**config.mk**
```make
export PLATFORM = sky130hd
export DESIGN_NAME = counter_sched_ctrl
export DESIGN_NICKNAME = d
export VERILOG_FILES = /design/src/rtl/counter_sched_pkg.sv /design/src/rtl/rr_arbiter.sv /design/src/rtl/counter_sched_ctrl.sv
export SDC_FILE = /design/constraint.sdc
export NUM_CORES = 1
export LEC_CHECK = 0
export CAP_MARGIN = 20
export CORE_MARGIN = 2
export CORE_UTILIZATION = 42
export CTS_CLUSTER_DIAMETER = 80
export DETAILED_ROUTE_END_ITERATION = 8
export HOLD_SLACK_MARGIN = 0.03
export PLACE_DENSITY_LB_ADDON = 0.1
export SLEW_MARGIN = 20
export SYNTH_ARGS = -nofsm -noshare
export SYNTH_HDL_FRONTEND = slang
export SYNTH_SLANG_ARGS = --single-unit
```
**constraint.sdc**
```tcl
create_clock -name clk -period 1.86 [get_ports clk]
set_clock_uncertainty 0.15 [all_clocks]
set_input_delay 0.279 -clock clk [delete_from_list [all_inputs] [get_ports clk]]
set_output_delay 0.279 -clock clk [all_outputs]
set_load 0.03 [all_outputs]
```
**src/rtl/counter_sched_pkg.sv**
```systemverilog
// Shared types and defaults for the counter scheduler.
// FSM states, default sizes, direction encodings, index-width helper.
package counter_sched_pkg;

    typedef enum logic {
        ST_IDLE   = 1'b0,
        ST_UPDATE = 1'b1
    } state_t;

    localparam int DEF_N_REQ   = 4;
    localparam int DEF_CNT_W   = 4;
    localparam int DEF_MAX_VAL = 15;

    localparam logic DIR_UP = 1'b1;
    localparam logic DIR_DN = 1'b0;

    function automatic int idx_w(input int n);
        return (n > 1) ? $clog2(n) : 1;
    endfunction

endpackage

```
**src/rtl/rr_arbiter.sv**
```systemverilog
// Round-robin pick of one pending requester, searching upward from
// last_grant+1 (mod N_REQ).
// Ports: pending, last_grant, enable -> valid, win_idx (combinational).
module rr_arbiter
    import counter_sched_pkg::*;
#(
    parameter int N_REQ = DEF_N_REQ,
    parameter int IDX_W = idx_w(DEF_N_REQ)
) (
    input  logic [N_REQ-1:0] pending,
    input  logic [IDX_W-1:0] last_grant,
    input  logic             enable,
    output logic             valid,
    output logic [IDX_W-1:0] win_idx
);

    int               pos;
    logic [IDX_W-1:0] cand;
    logic             any;

    // Walk offsets from farthest to nearest so the nearest pending
    // index after last_grant is the one left standing.
    always_comb begin
        any     = 1'b0;
        win_idx = last_grant;
        pos     = 0;
        cand    = '0;
        for (int k = N_REQ; k >= 1; k--) begin
            pos  = (int'(last_grant) + k) % N_REQ;
            cand = IDX_W'(pos);
            if (pending[cand]) begin
                any     = 1'b1;
                win_idx = cand;
            end
        end
        valid = any & enable;
    end

endmodule

```
**src/rtl/counter_sched_ctrl.sv**
```systemverilog
// Shares one wrap/saturate counter between N_REQ edge-triggered requesters.
// Ports: clk, rst (sync, active-high), req_in, req_dir, enable, clr ->
//        cnt_out, grant (one-hot), tc_pulse, ovf (sticky), busy.
// Build option: define CNT_SAT_EN to saturate at 0/MAX_VAL instead of wrap.
module counter_sched_ctrl
    import counter_sched_pkg::*;
#(
    parameter int N_REQ   = DEF_N_REQ,
    parameter int CNT_W   = DEF_CNT_W,
    parameter int MAX_VAL = DEF_MAX_VAL
) (
    input  logic             clk,
    input  logic             rst,
    input  logic [N_REQ-1:0] req_in,
    input  logic [N_REQ-1:0] req_dir,
    input  logic             enable,
    input  logic             clr,
    output logic [CNT_W-1:0] cnt_out,
    output logic [N_REQ-1:0] grant,
    output logic             tc_pulse,
    output logic             ovf,
    output logic             busy
);

    localparam int               IDX_W = idx_w(N_REQ);
    localparam logic [CNT_W-1:0] MAXV  = CNT_W'(MAX_VAL);

    state_t           state;
    logic [IDX_W-1:0] win_idx;
    logic [IDX_W-1:0] last_grant;
    logic [N_REQ-1:0] req_q;
    logic [N_REQ-1:0] pending;
    logic [N_REQ-1:0] rise;
    logic [N_REQ-1:0] upd_mask;
    logic [N_REQ-1:0] pend_nxt;
    logic             lost;
    logic             arb_valid;
    logic [IDX_W-1:0] arb_idx;
    logic [CNT_W-1:0] cnt_upd;
    logic             at_bound;

    rr_arbiter #(
        .N_REQ (N_REQ),
        .IDX_W (IDX_W)
    ) u_arb (
        .pending    (pending),
        .last_grant (last_grant),
        .enable     (enable),
        .valid      (arb_valid),
        .win_idx    (arb_idx)
    );

    assign rise     = req_in & ~req_q;
    assign busy     = (state == ST_UPDATE);
    assign upd_mask = busy ? (N_REQ'(1) << win_idx) : '0;
    assign grant    = upd_mask;

    // A new edge re-arms a bit even as it is being served.
    assign pend_nxt = (pending & ~upd_mask) | rise;
    assign lost     = |(rise & pending & ~upd_mask);

    always_comb begin
        cnt_upd  = cnt_out;
        at_bound = 1'b0;
        if (req_dir[win_idx] == DIR_UP) begin
            if (cnt_out == MAXV) begin
                at_bound = 1'b1;
`ifdef CNT_SAT_EN
                cnt_upd  = MAXV;
`else
                cnt_upd  = '0;
`endif
            end else begin
                cnt_upd = cnt_out + CNT_W'(1);
            end
        end else begin
            if (cnt_out == '0) begin
                at_bound = 1'b1;
`ifdef CNT_SAT_EN
                cnt_upd  = '0;
`else
                cnt_upd  = MAXV;
`endif
            end else begin
                cnt_upd = cnt_out - CNT_W'(1);
            end
        end
    end

    always_ff @(posedge clk) begin
        if (rst) begin
            state      <= ST_IDLE;
            win_idx    <= '0;
            last_grant <= IDX_W'(N_REQ - 1);
            req_q      <= '0;
            pending    <= '0;
            cnt_out    <= '0;
            tc_pulse   <= 1'b0;
            ovf        <= 1'b0;
        end else begin
            req_q    <= req_in;
            pending  <= pend_nxt;
            tc_pulse <= 1'b0;

            if (clr) begin
                ovf <= 1'b0;
            end else if (lost) begin
                ovf <= 1'b1;
            end

            unique case (state)
                ST_IDLE: begin
                    if (arb_valid) begin
                        win_idx <= arb_idx;
                        state   <= ST_UPDATE;
                    end
                end
                ST_UPDATE: begin
                    last_grant <= win_idx;
                    state      <= ST_IDLE;
                    // clr wins the counter, but the request is consumed.
                    if (!clr) begin
                        cnt_out  <= cnt_upd;
                        tc_pulse <= at_bound;
                    end
                end
                default: state <= ST_IDLE;
            endcase

            if (clr) begin
                cnt_out <= '0;
            end
        end
    end

endmodule
```
* After elaboration in Yosys (flattened, before gate mapping)
Cells that the tools add are included.
Word-level totals: logic and storage cells 62, input port bits 12, output and inout bits 11, bits in registers 19
Cells by class: $lt $le $gt $ge 5, bitwise gates (word level) 9, add/sub/neg operators 6, eq/ne operators 1, multiplexer cells 27, shift operators 1, reduce and logical (&&, ||, !) cells 5
Operators by type and width (count):
- $and A4 B4 Y4 | 4
- $mux W4 | 4
- $lt A2 B3 Y1 const B | 5
- $mux W1 | 13
- $bmux W1 S2 | 5
- $mux W2 | 4
- $not A4 Y4 | 2
- $add A2 B1 Y2 const B | 2
- $add A2 B2 Y2 const B | 2
- $add A4 B1 Y4 const B | 1
- $eq A4 B4 Y1 const B | 1
- $logic_not A4 Y1 | 1
- $or A4 B4 Y4 | 1
- $reduce_or A4 Y1 | 1
- $shl A1 B2 Y4 const A | 1
- $sub A4 B1 Y4 const B | 1
- $reduce_or A3 Y1 | 1
- $pmux W1 S2 | 1
- $reduce_and A2 Y1 | 1
- $reduce_or A2 Y1 | 1
- $and A1 B1 Y1 | 1
- $not A1 Y1 | 1

* Longest topological paths before layout
Gate-level depths: netlist of the first run.
depth after elaboration 10, gate-level depth with buffers 6, mapped depth without buffers 6

* Hierarchy
Synthesis of the first run repeated with hierarchy kept, for this count alone.
Unflattened totals: cell total of the unflattened synthesis 103, area, all modules 910.9 um^2
By module, submodules not included:
- counter_sched_ctrl | sequential area each 380.4 um^2, cells an instance 92, instances 1, area an instance 838.3 um^2
- rr_arbiter | sequential area each 0.0 um^2, cells an instance 11, instances 1, area an instance 72.6 um^2

* Worst setup path after synthesis of the first run
No wires, ideal clock.
path kind register to register, start reg state, in the netlist busy, end reg ovf, data required time 1.581 ns, setup time 0.129 ns, path slack -0.400 ns, buffers on the path 1, arrival 1.982 ns, stages on the path, launching flop included 6, clock period less this slack 2.260 ns, cells stage by stage dfxtp_1 clkbuf_1 nor3b_1 nand2b_1 o22a_1 a311oi_1
Between the ends: word-level cells in the longest chain between the ends 4
RTL lines:
- from (decl) | line counter_sched_ctrl.sv:28 | state_t state;
- from (signal assigned) | line counter_sched_ctrl.sv:92 | state <= ST_IDLE;
- from (signal assigned) | line counter_sched_ctrl.sv:115 | state <= ST_UPDATE;
- from (signal assigned) | line counter_sched_ctrl.sv:120 | state <= ST_IDLE;
- $mux W4 | line counter_sched_ctrl.sv:55 | assign upd_mask = busy ? (N_REQ'(1) << win_idx) : '0;
- named net grant[0] | line counter_sched_ctrl.sv:19 | output logic [N_REQ-1:0] grant,
- $not A4 Y4 | line counter_sched_ctrl.sv:60 | assign lost = |(rise & pending & ~upd_mask);
- $and A4 B4 Y4 | line counter_sched_ctrl.sv:60
- $reduce_or A4 Y1 | line counter_sched_ctrl.sv:60
- to (signal assigned) | line counter_sched_ctrl.sv:99 | ovf <= 1'b0;
- to (signal assigned) | line counter_sched_ctrl.sv:106 | ovf <= 1'b0;
- to (signal assigned) | line counter_sched_ctrl.sv:108 | ovf <= 1'b1;
- to (decl) | line counter_sched_ctrl.sv:21 | output logic ovf,
The timed path passes the listed nets, and every way through them passes these cells. A chain may end at the register's enable or synchronous reset.

* Final worst setup path of the first run
start reg win_idx[1], end out grant[2]
Between the ends: word-level cells in the longest chain between the ends 2
RTL lines:
- from (decl) | line counter_sched_ctrl.sv:29 | logic [IDX_W-1:0] win_idx;
- from (signal assigned) | line counter_sched_ctrl.sv:114 | win_idx <= arb_idx;
- $shl A1 B2 Y4 | line counter_sched_ctrl.sv:55
- $mux W4 | line counter_sched_ctrl.sv:55
- to (decl) | line counter_sched_ctrl.sv:19
No other way between the ends.

==> qor.json, run 1 <==
{
  "grt_antenna_before_repair": {"value": 0},
  "nets": {"value": 153},
  "layout.cells.non_filler": {"value": 165},
  "place.detailed.instances": {"value": 161},
  "cellLeakagePower": {"value": 0.555, "unit": "nW"},
  "timing.final.setup_violations": {"value": 0},
  "io_pins": {"value": 23},
  "final.min_clock_period": {"value": 1.79, "unit": "ns"},
  "ys_async_sr_fraction": {"value": 0},
  "setup.worst_path.end": {"value": "grant[2]"},
  "arrival": {"value": 1.36, "unit": "ns"},
  "critical_path_buf_inv_count": {"value": 3},
  "vias_in_the_first_global_route": {"value": 789},
  "worst_ir_drop_vdd": {"value": 0.000383, "unit": "V"},
  "die_area": {"value": 2600, "unit": "sq um"},
  "hold_violations": {"value": 0},
  "global_route.overflow_total": {"value": 0},
  "synthesized_nets": {"value": 123},
  "crit_path_start": {"value": "win_idx[1]$_SDFFE_PP0P_"},
  "post-route-drc-count": {"value": 0},
  "yosys_register_bits": {"value": 19},
  "cts_made_buffers": {"value": 3},
  "synthMostInstantiatedCell": {"value": "sky130_fd_sc_hd__dfxtp_1"},
  "start_util": {"value": 0.458},
  "cts.sinks": {"value": 19},
  "ctsRootBufferMaster": {"value": "sky130_fd_sc_hd__clkbuf_4"},
  "rsz0062_at_grt": {"value": "false"},
  "netlist.top_cell.by_area": {"value": "sky130_fd_sc_hd__dfxtp_1"},
  "worst_pin_slew": {"value": 0.342, "unit": "ns"},
  "placement.setup.worst_slack": {"value": -0.178, "unit": "ns"},
  "reg2reg_setup_slack": {"value": 0.10, "unit": "ns"},
  "synth.yosys.seq_area_share": {"value": 0.411},
  "design.core.area": {"value": 2020, "unit": "sq um"},
  "number_of_levels_in_the_clock_h_tree": {"value": 1},
  "r2r-end": {"value": "cnt_out[0]$_SDFFE_PP0P_"},
  "worstSetupPathType": {"value": "flip-flop to output port"},
  "detailedRoute.firstIterationViolations": {"value": 13},
  "netlist_instances": {"value": 109},
  "total_chip_power": {"value": 0.864, "unit": "mW"},
  "setup_tns": {"value": 0, "unit": "ns"},
  "path_cells": {"value": "buf_6 > nand2_1 > or2_2 > inv_1 > buf_4"},
  "synth.cell_area": {"value": 926, "unit": "sq um"},
  "detail_route.wl_per_cell": {"value": 12.3, "unit": "um"},
  "synth.area.top_cells": {"value": "sky130_fd_sc_hd__dfxtp_1, sky130_fd_sc_hd__a21oi_1, sky130_fd_sc_hd__nor2b_1"},
  "end_kind": {"value": "output port"},
  "postRouteWirelength": {"value": 2.04, "unit": "mm"},
  "synth_top_area_share": {"value": 0.411},
  "required": {"value": 1.43, "unit": "ns"},
  "startpoint_type": {"value": "flip-flop"},
  "report.final.slew_viol_count": {"value": 0},
  "die-width": {"value": 51.0, "unit": "um"},
  "cp_max_stage_delay": {"value": 0.36, "unit": "ns"},
  "place_hpwl": {"value": 1.57, "unit": "mm"},
  "antennaDiodeCount": {"value": 0},
  "critPathSlowestCell": {"value": "sky130_fd_sc_hd__dfxtp_2"},
  "status": {"value": "completed"},
  "die_h": {"value": 51.0, "unit": "um"},
  "track_usage": {"value": 0.169},
  "n_fill_cell": {"value": 193},
  "grt_first_pass_wirelength": {"value": 3.36, "unit": "mm"},
  "power.density": {"value": 695, "unit": "nW/um^2"},
  "post_synthesis_to_final_layout_area_growth": {"value": 34.3, "unit": "%"},
  "grt_start_max_net_pins": {"value": 16},
  "post-route-worst-setup-slack": {"value": 0.0733, "unit": "ns"},
  "r2r-start": {"value": "win_idx[0]$_SDFFE_PP0P_"},
  "dr.pass1.iters": {"value": 4},
  "ys_top_cells_by_count": {"value": "sky130_fd_sc_hd__dfxtp_1, sky130_fd_sc_hd__nand2_1, sky130_fd_sc_hd__a21oi_1, sky130_fd_sc_hd__nor2_1"},
  "std_cell_rows": {"value": 16},
  "r2r_cells": {"value": 3},
  "via_count": {"value": 871},
  "hold_slack": {"value": 0.380, "unit": "ns"},
  "synth.yosys.warnings": {"value": 0},
  "slew_headroom": {"value": 0.769},
  "port_buffers": {"value": 22},
  "tritoncts": {"value": "yes"},
  "path_depth": {"value": 5},
  "ant_nets": {"value": 0},
  "critical_path.top_delay_family": {"value": "simple AND/OR/NAND/NOR gates"},
  "synth_flop_cell": {"value": "sky130_fd_sc_hd__dfxtp_1"},
  "yosys.cell_types.count": {"value": 33},
  "post_synth.cell_area_avg": {"value": 8.49, "unit": "sq um"},
  "clkTransAtPathRegs": {"value": 0.11, "unit": "ns"},
  "cap_viol_max_count": {"value": 0},
  "worst_skew_pair.late_latency": {"value": 0.29, "unit": "ns"},
  "number_of_flops_mapped_to_enable_cells_by_yosys": {"value": 0},
  "drive_gt1_frac": {"value": 0.152},
  "max-clock-path-buffers": {"value": 2},
  "gpl.final_weighted_congestion": {"value": 0.756},
  "path_max_fanout": {"value": 6},
  "cts.repair_timing.setup_buffer_count": {"value": 0},
  "fmaxAchievable": {"value": 560, "unit": "MHz"},
  "vias_per_cell": {"value": 5.28},
  "final_min_period_over_clock_period": {"value": 0.961},
  "holdCritPathClass": {"value": "flip-flop to flip-flop"}
}
==> layout by cell type (no fill, tap or decap), types with 2 or more instances in the layout <==
cell,instances
sky130_fd_sc_hd__nor3_1,2
sky130_fd_sc_hd__clkdlybuf4s50_1,13
sky130_fd_sc_hd__mux2i_1,2
sky130_fd_sc_hd__nor2b_1,7
sky130_fd_sc_hd__inv_1,7
sky130_fd_sc_hd__clkbuf_4,3
sky130_fd_sc_hd__dfxtp_1,18
sky130_fd_sc_hd__a31oi_1,2
sky130_fd_sc_hd__a311oi_1,2
sky130_fd_sc_hd__nor2_1,10
sky130_fd_sc_hd__ha_1,2
sky130_fd_sc_hd__nand2_1,11
sky130_fd_sc_hd__buf_4,9
sky130_fd_sc_hd__dlygate4sd2_1,4
sky130_fd_sc_hd__o21ai_0,3
sky130_fd_sc_hd__o311ai_0,2
sky130_fd_sc_hd__nand2b_1,6
sky130_fd_sc_hd__a21oi_1,10
sky130_fd_sc_hd__nand3_1,4
==> worst min-delay path by stage <==
stage,from,endpoint,depth (start not counted)
global placement,req_q[1]$_SDFF_PP0_,pending[1]$_SDFF_PP0_,2
CTS,req_in[3],req_q[3]$_SDFF_PP0_,2
floorplan,rst,req_q[0]$_SDFF_PP0_,1
global route,req_in[2],req_q[2]$_SDFF_PP0_,2
finish,req_q[1]$_SDFF_PP0_,pending[1]$_SDFF_PP0_,2
detailed placement,req_q[1]$_SDFF_PP0_,pending[1]$_SDFF_PP0_,2
==> state kept, by name (all words and copies together) (netlist names) <==
signal	count
cnt_out	4
pending	4
req_q	4
last_grant	2
win_idx	2
busy	1
ovf	1
tc_pulse	1
==> through the flow <==
stage / instance area (sq um) / util
detailed placement: 1210 / 0.601
floorplan: 937 / -
finish: 1240 / 0.615
global route: 1240 / 0.615
global placement: 1210 / 0.601
CTS: 1240 / 0.611
==> kinds of logic after synthesis <==
| logic type | count (synthesis) | synth area share |
|---|---|---|
| XOR/XNOR | 2 | 0.0189 |
| adder cells (fa/ha/maj) | 2 | 0.0270 |
| AO/OA/AOI/OAI | 22 | 0.150 |
| flip-flops | 19 | 0.411 |
| AND/OR/NAND/NOR | 50 | 0.295 |
| buffers and inverters | 10 | 0.0405 |
| multiplexers | 4 | 0.0581 |
==> area by class of cell <==
type | instances | area [sq um] | area share
clock buffer | 4 | 26.3 | 0.0211
tap | 27 | 33.8 | 0.0272
sequential | 19 | 382 | 0.307
timing repair buffer | 28 | 256 | 0.206
multi-input combinational | 80 | 519 | 0.418
inverter | 7 | 26.3 | 0.0211
==> worst register-to-register path, cell delays in order (launching register included) <==
cell and delay, ns:
sky130_fd_sc_hd__dfxtp_1 0.37, sky130_fd_sc_hd__mux4_2 0.52, sky130_fd_sc_hd__or4b_4 0.50, sky130_fd_sc_hd__a31oi_1 0.16
==> routing by layer <==
metal,part of all wire,track usage,up-vias
li1,-,-,442
met1,0.46,0.202,402
met2,0.47,0.297,25
met3,0.056,0.0380,2
met4,0.0074,0.0541,0
met5,0,0,-
==> report_power, final <==
group          leakage [nW]  switching, mW  total, mW  internal (mW)
Combinational         0.383         0.0917      0.196          0.105
Clock                0.0150          0.125      0.208         0.0833
Sequential            0.157         0.0270      0.460          0.433
==> what timing repair did <==
item	CTS	global route
resized for setup	4	3
gates cloned	0	0
endpoints found under the setup margin	4	2
hold buffers	0	0
Power figures use the tool's default switching activity.
==> run 2: changes to the inputs <==
Settings changed: SYNTH_HIERARCHICAL set to 1.
==> run 2 against run 1 <==
Compared with the run above:
- critical path depth down 4
- critical endpoint is now busy
- sequential power barely moved
- clock power down 2%
- cell area decreased by 2.5%
- die area is 1.5% lower
- sequential cell count is the same
==> qor.json, run 2 <==
{
  "status": {"value": "completed"},
  "netlist_instances": {"value": 103},
  "cellLeakagePower": {"value": 0.524, "unit": "nW"},
  "gpl.final_weighted_congestion": {"value": 0.768},
  "die_area": {"value": 2560, "unit": "sq um"},
  "power.density": {"value": 703, "unit": "nW/um^2"},
  "final_min_period_over_clock_period": {"value": 0.942},
  "arrival": {"value": 1.32, "unit": "ns"},
  "final.min_clock_period": {"value": 1.75, "unit": "ns"},
  "die_h": {"value": 50.6, "unit": "um"},
  "post_cts_hold_buffer_count": {"value": 0},
  "post_synth.cell_area_avg": {"value": 8.84, "unit": "sq um"},
  "std_cell_rows": {"value": 16},
  "path_cells": {"value": "clkdlybuf4s50_1"},
  "ys_async_sr_fraction": {"value": 0},
  "critical_path.top_delay_family": {"value": "buffers and inverters"},
  "worst_pin_slew": {"value": 0.354, "unit": "ns"},
  "postRouteWirelength": {"value": 1.87, "unit": "mm"},
  "required": {"value": 1.43, "unit": "ns"},
  "worst_skew_pair.late_latency": {"value": 0.29, "unit": "ns"},
  "post_synthesis_to_final_layout_area_growth": {"value": 33.1, "unit": "%"},
  "max-clock-path-buffers": {"value": 2},
  "synthesized_nets": {"value": 117},
  "cp_max_stage_delay": {"value": 0.67, "unit": "ns"},
  "timing.final.setup_violations": {"value": 0},
  "holdCritPathClass": {"value": "flip-flop to flip-flop"},
  "nets": {"value": 148},
  "number_of_flops_mapped_to_enable_cells_by_yosys": {"value": 0},
  "ctsRootBufferMaster": {"value": "sky130_fd_sc_hd__clkbuf_4"},
  "post-route-worst-setup-slack": {"value": 0.108, "unit": "ns"},
  "netlist.top_cell.by_area": {"value": "sky130_fd_sc_hd__dfxtp_1"},
  "drive_gt1_frac": {"value": 0.158},
  "top_regs": {"value": "cnt_out (4), pending (4), req_q (4)"},
  "design.core.area": {"value": 2000, "unit": "sq um"},
  "detailedRoute.firstIterationViolations": {"value": 13},
  "startpoint_type": {"value": "flip-flop"},
  "global_route.overflow_total": {"value": 0},
  "synthMostInstantiatedCell": {"value": "sky130_fd_sc_hd__dfxtp_1"},
  "postPlaceCellArea": {"value": 1180, "unit": "sq um"},
  "track_usage": {"value": 0.166},
  "ys_top_cells_by_count": {"value": "sky130_fd_sc_hd__dfxtp_1, sky130_fd_sc_hd__a21oi_1, sky130_fd_sc_hd__nor2b_1"},
  "grt_first_pass_wirelength": {"value": 3.26, "unit": "mm"},
  "worstSetupPathType": {"value": "flip-flop to output port"},
  "grt_start_max_net_pins": {"value": 15},
  "synth.yosys.warnings": {"value": 6},
  "synth.area.top_cells": {"value": "sky130_fd_sc_hd__dfxtp_1, sky130_fd_sc_hd__nor2b_1, sky130_fd_sc_hd__a21oi_1"},
  "vias_in_the_first_global_route": {"value": 761},
  "final_core_utilization": {"value": 0.606},
  "via_count": {"value": 813},
  "synth_flop_cell": {"value": "sky130_fd_sc_hd__dfxtp_1"},
  "grt_antenna_before_repair": {"value": 0},
  "tritoncts": {"value": "yes"},
  "path_max_fanout": {"value": 4},
  "most_common_library_cell_in_the_layout_ignoring_fill_and_taps": {"value": "sky130_fd_sc_hd__dfxtp_1"},
  "slew_headroom": {"value": 0.763},
  "die-width": {"value": 50.6, "unit": "um"},
  "place_hpwl": {"value": 1.40, "unit": "mm"},
  "start_util": {"value": 0.455},
  "detail_route.wl_per_cell": {"value": 11.7, "unit": "um"},
  "report.final.slew_viol_count": {"value": 0},
  "number_of_levels_in_the_clock_h_tree": {"value": 1},
  "setup_tns": {"value": 0, "unit": "ns"},
  "worst_ir_drop_vdd": {"value": 0.000460, "unit": "V"},
  "layout_common_cells": {"value": "sky130_fd_sc_hd__dfxtp_1, sky130_fd_sc_hd__clkdlybuf4s50_1, sky130_fd_sc_hd__buf_4"},
  "antennaDiodeCount": {"value": 0},
  "ant_nets": {"value": 0},
  "cts_made_buffers": {"value": 3},
  "cts.sinks": {"value": 19},
  "rsz0062_at_grt": {"value": "false"},
  "yosys.cell_types.count": {"value": 31},
  "dr.pass1.iters": {"value": 4},
  "total_chip_power": {"value": 0.853, "unit": "mW"},
  "fmaxAchievable": {"value": 571, "unit": "MHz"},
  "synth.yosys.seq_area_share": {"value": 0.418},
  "design_area": {"value": 1210, "unit": "sq um"},
  "critical_path_buf_inv_count": {"value": 1},
  "hold_violations": {"value": 0},
  "critPathSlowestCell": {"value": "sky130_fd_sc_hd__clkdlybuf4s50_1"},
  "end_kind": {"value": "output port"},
  "cap_viol_max_count": {"value": 0},
  "vias_per_cell": {"value": 5.08},
  "synth_top_area_share": {"value": 0.418},
  "synth.cell_area": {"value": 911, "unit": "sq um"},
  "clkTransAtPathRegs": {"value": 0.10, "unit": "ns"},
  "yosys_register_bits": {"value": 19},
  "port_buffers": {"value": 22},
  "placement.setup.worst_slack": {"value": -0.0414, "unit": "ns"},
  "post-route-drc-count": {"value": 0},
  "io_pins": {"value": 23}
}
-- run 2: worst reg2reg max path, delay by kind of cell (launching register included) --
| family | cells | cell delay (ns) |
|---|---|---|
| mux | 2 | 0.79 |
| flops | 1 | 0.37 |
| simple gates | 1 | 0.05 |
| xor+xnor | 1 | 0.16 |
-- run 2: path summary, 6_finish.rpt --
| kind | startpoint | end | cells past startpoint | slack [ns] |
|---|---|---|---|---|
| setup / recovery | busy$_SDFF_PP0_ | busy | 1 | 0.11 |
| hold / removal | ovf$_SDFFE_PP0P_ | ovf$_SDFFE_PP0P_ | 1 | 0.35 |
| setup reg to reg | win_idx[0]$_SDFFE_PP0P_ | cnt_out[2]$_SDFFE_PP0P_ | 4 | 0.25 |
| hold reg to reg | ovf$_SDFFE_PP0P_ | ovf$_SDFFE_PP0P_ | 1 | 0.35 |
-- run 2: final cells by class --
cell class                 instances  area [sq um]
sequential                        19           387
clock buffer                       4          26.3
multi-input combinational         76           492
inverter                           6          22.5
fill                             188           790
tap                               27          33.8
timing repair buffer              28           251
-- run 2: routing by layer --
metal	routed length [um]	track usage	up-vias
li1	-	-	426
met3	98	0.0565	2
met1	878	0.199	367
met5	0	0	-
met2	883	0.283	18
met4	13	0.0405	0
-- run 2: logic make-up after synthesis --
group,after synthesis,synth area share
compound gates,27,0.185
simple gates,40,0.236
xor+xnor,2,0.0192
mux,5,0.0687
buf+inv,8,0.0453
flops,19,0.418
fa+ha+maj,2,0.0275
-- run 2: stage by stage --
step / hold WS [ns] / cells
3_5_place_dp: 0.320 / 156
4_1_cts: 0.355 / 160
3_3_place_gp: 0.326 / 156
6_report: 0.351 / 160
2_1_floorplan: 0.200 / 103
5_1_grt: 0.374 / 160
-- run 2: timing repair --
| item | in CTS | in global routing |
|---|---|---|
| gates resized for setup | 4 | 4 |
| cloned | 0 | 0 |
| setup endpoints to repair | 4 | 2 |
| buffers inserted | 0 | 0 |
-- run 2: power breakdown --
part / switching [mW] / internal (mW) / leakage, nW
sequential: 0.0294 / 0.434 / 0.158
combinational: 0.0861 / 0.0998 / 0.351
clock: 0.120 / 0.0835 / 0.0150
total: 0.235 / 0.617 / 0.524
==> run 3: changes to the inputs <==
Settings changed: CAP_MARGIN 20 to 10.
==> results of run 3 <==
The final DEF is identical to that of run 2; final timing and power are the same.
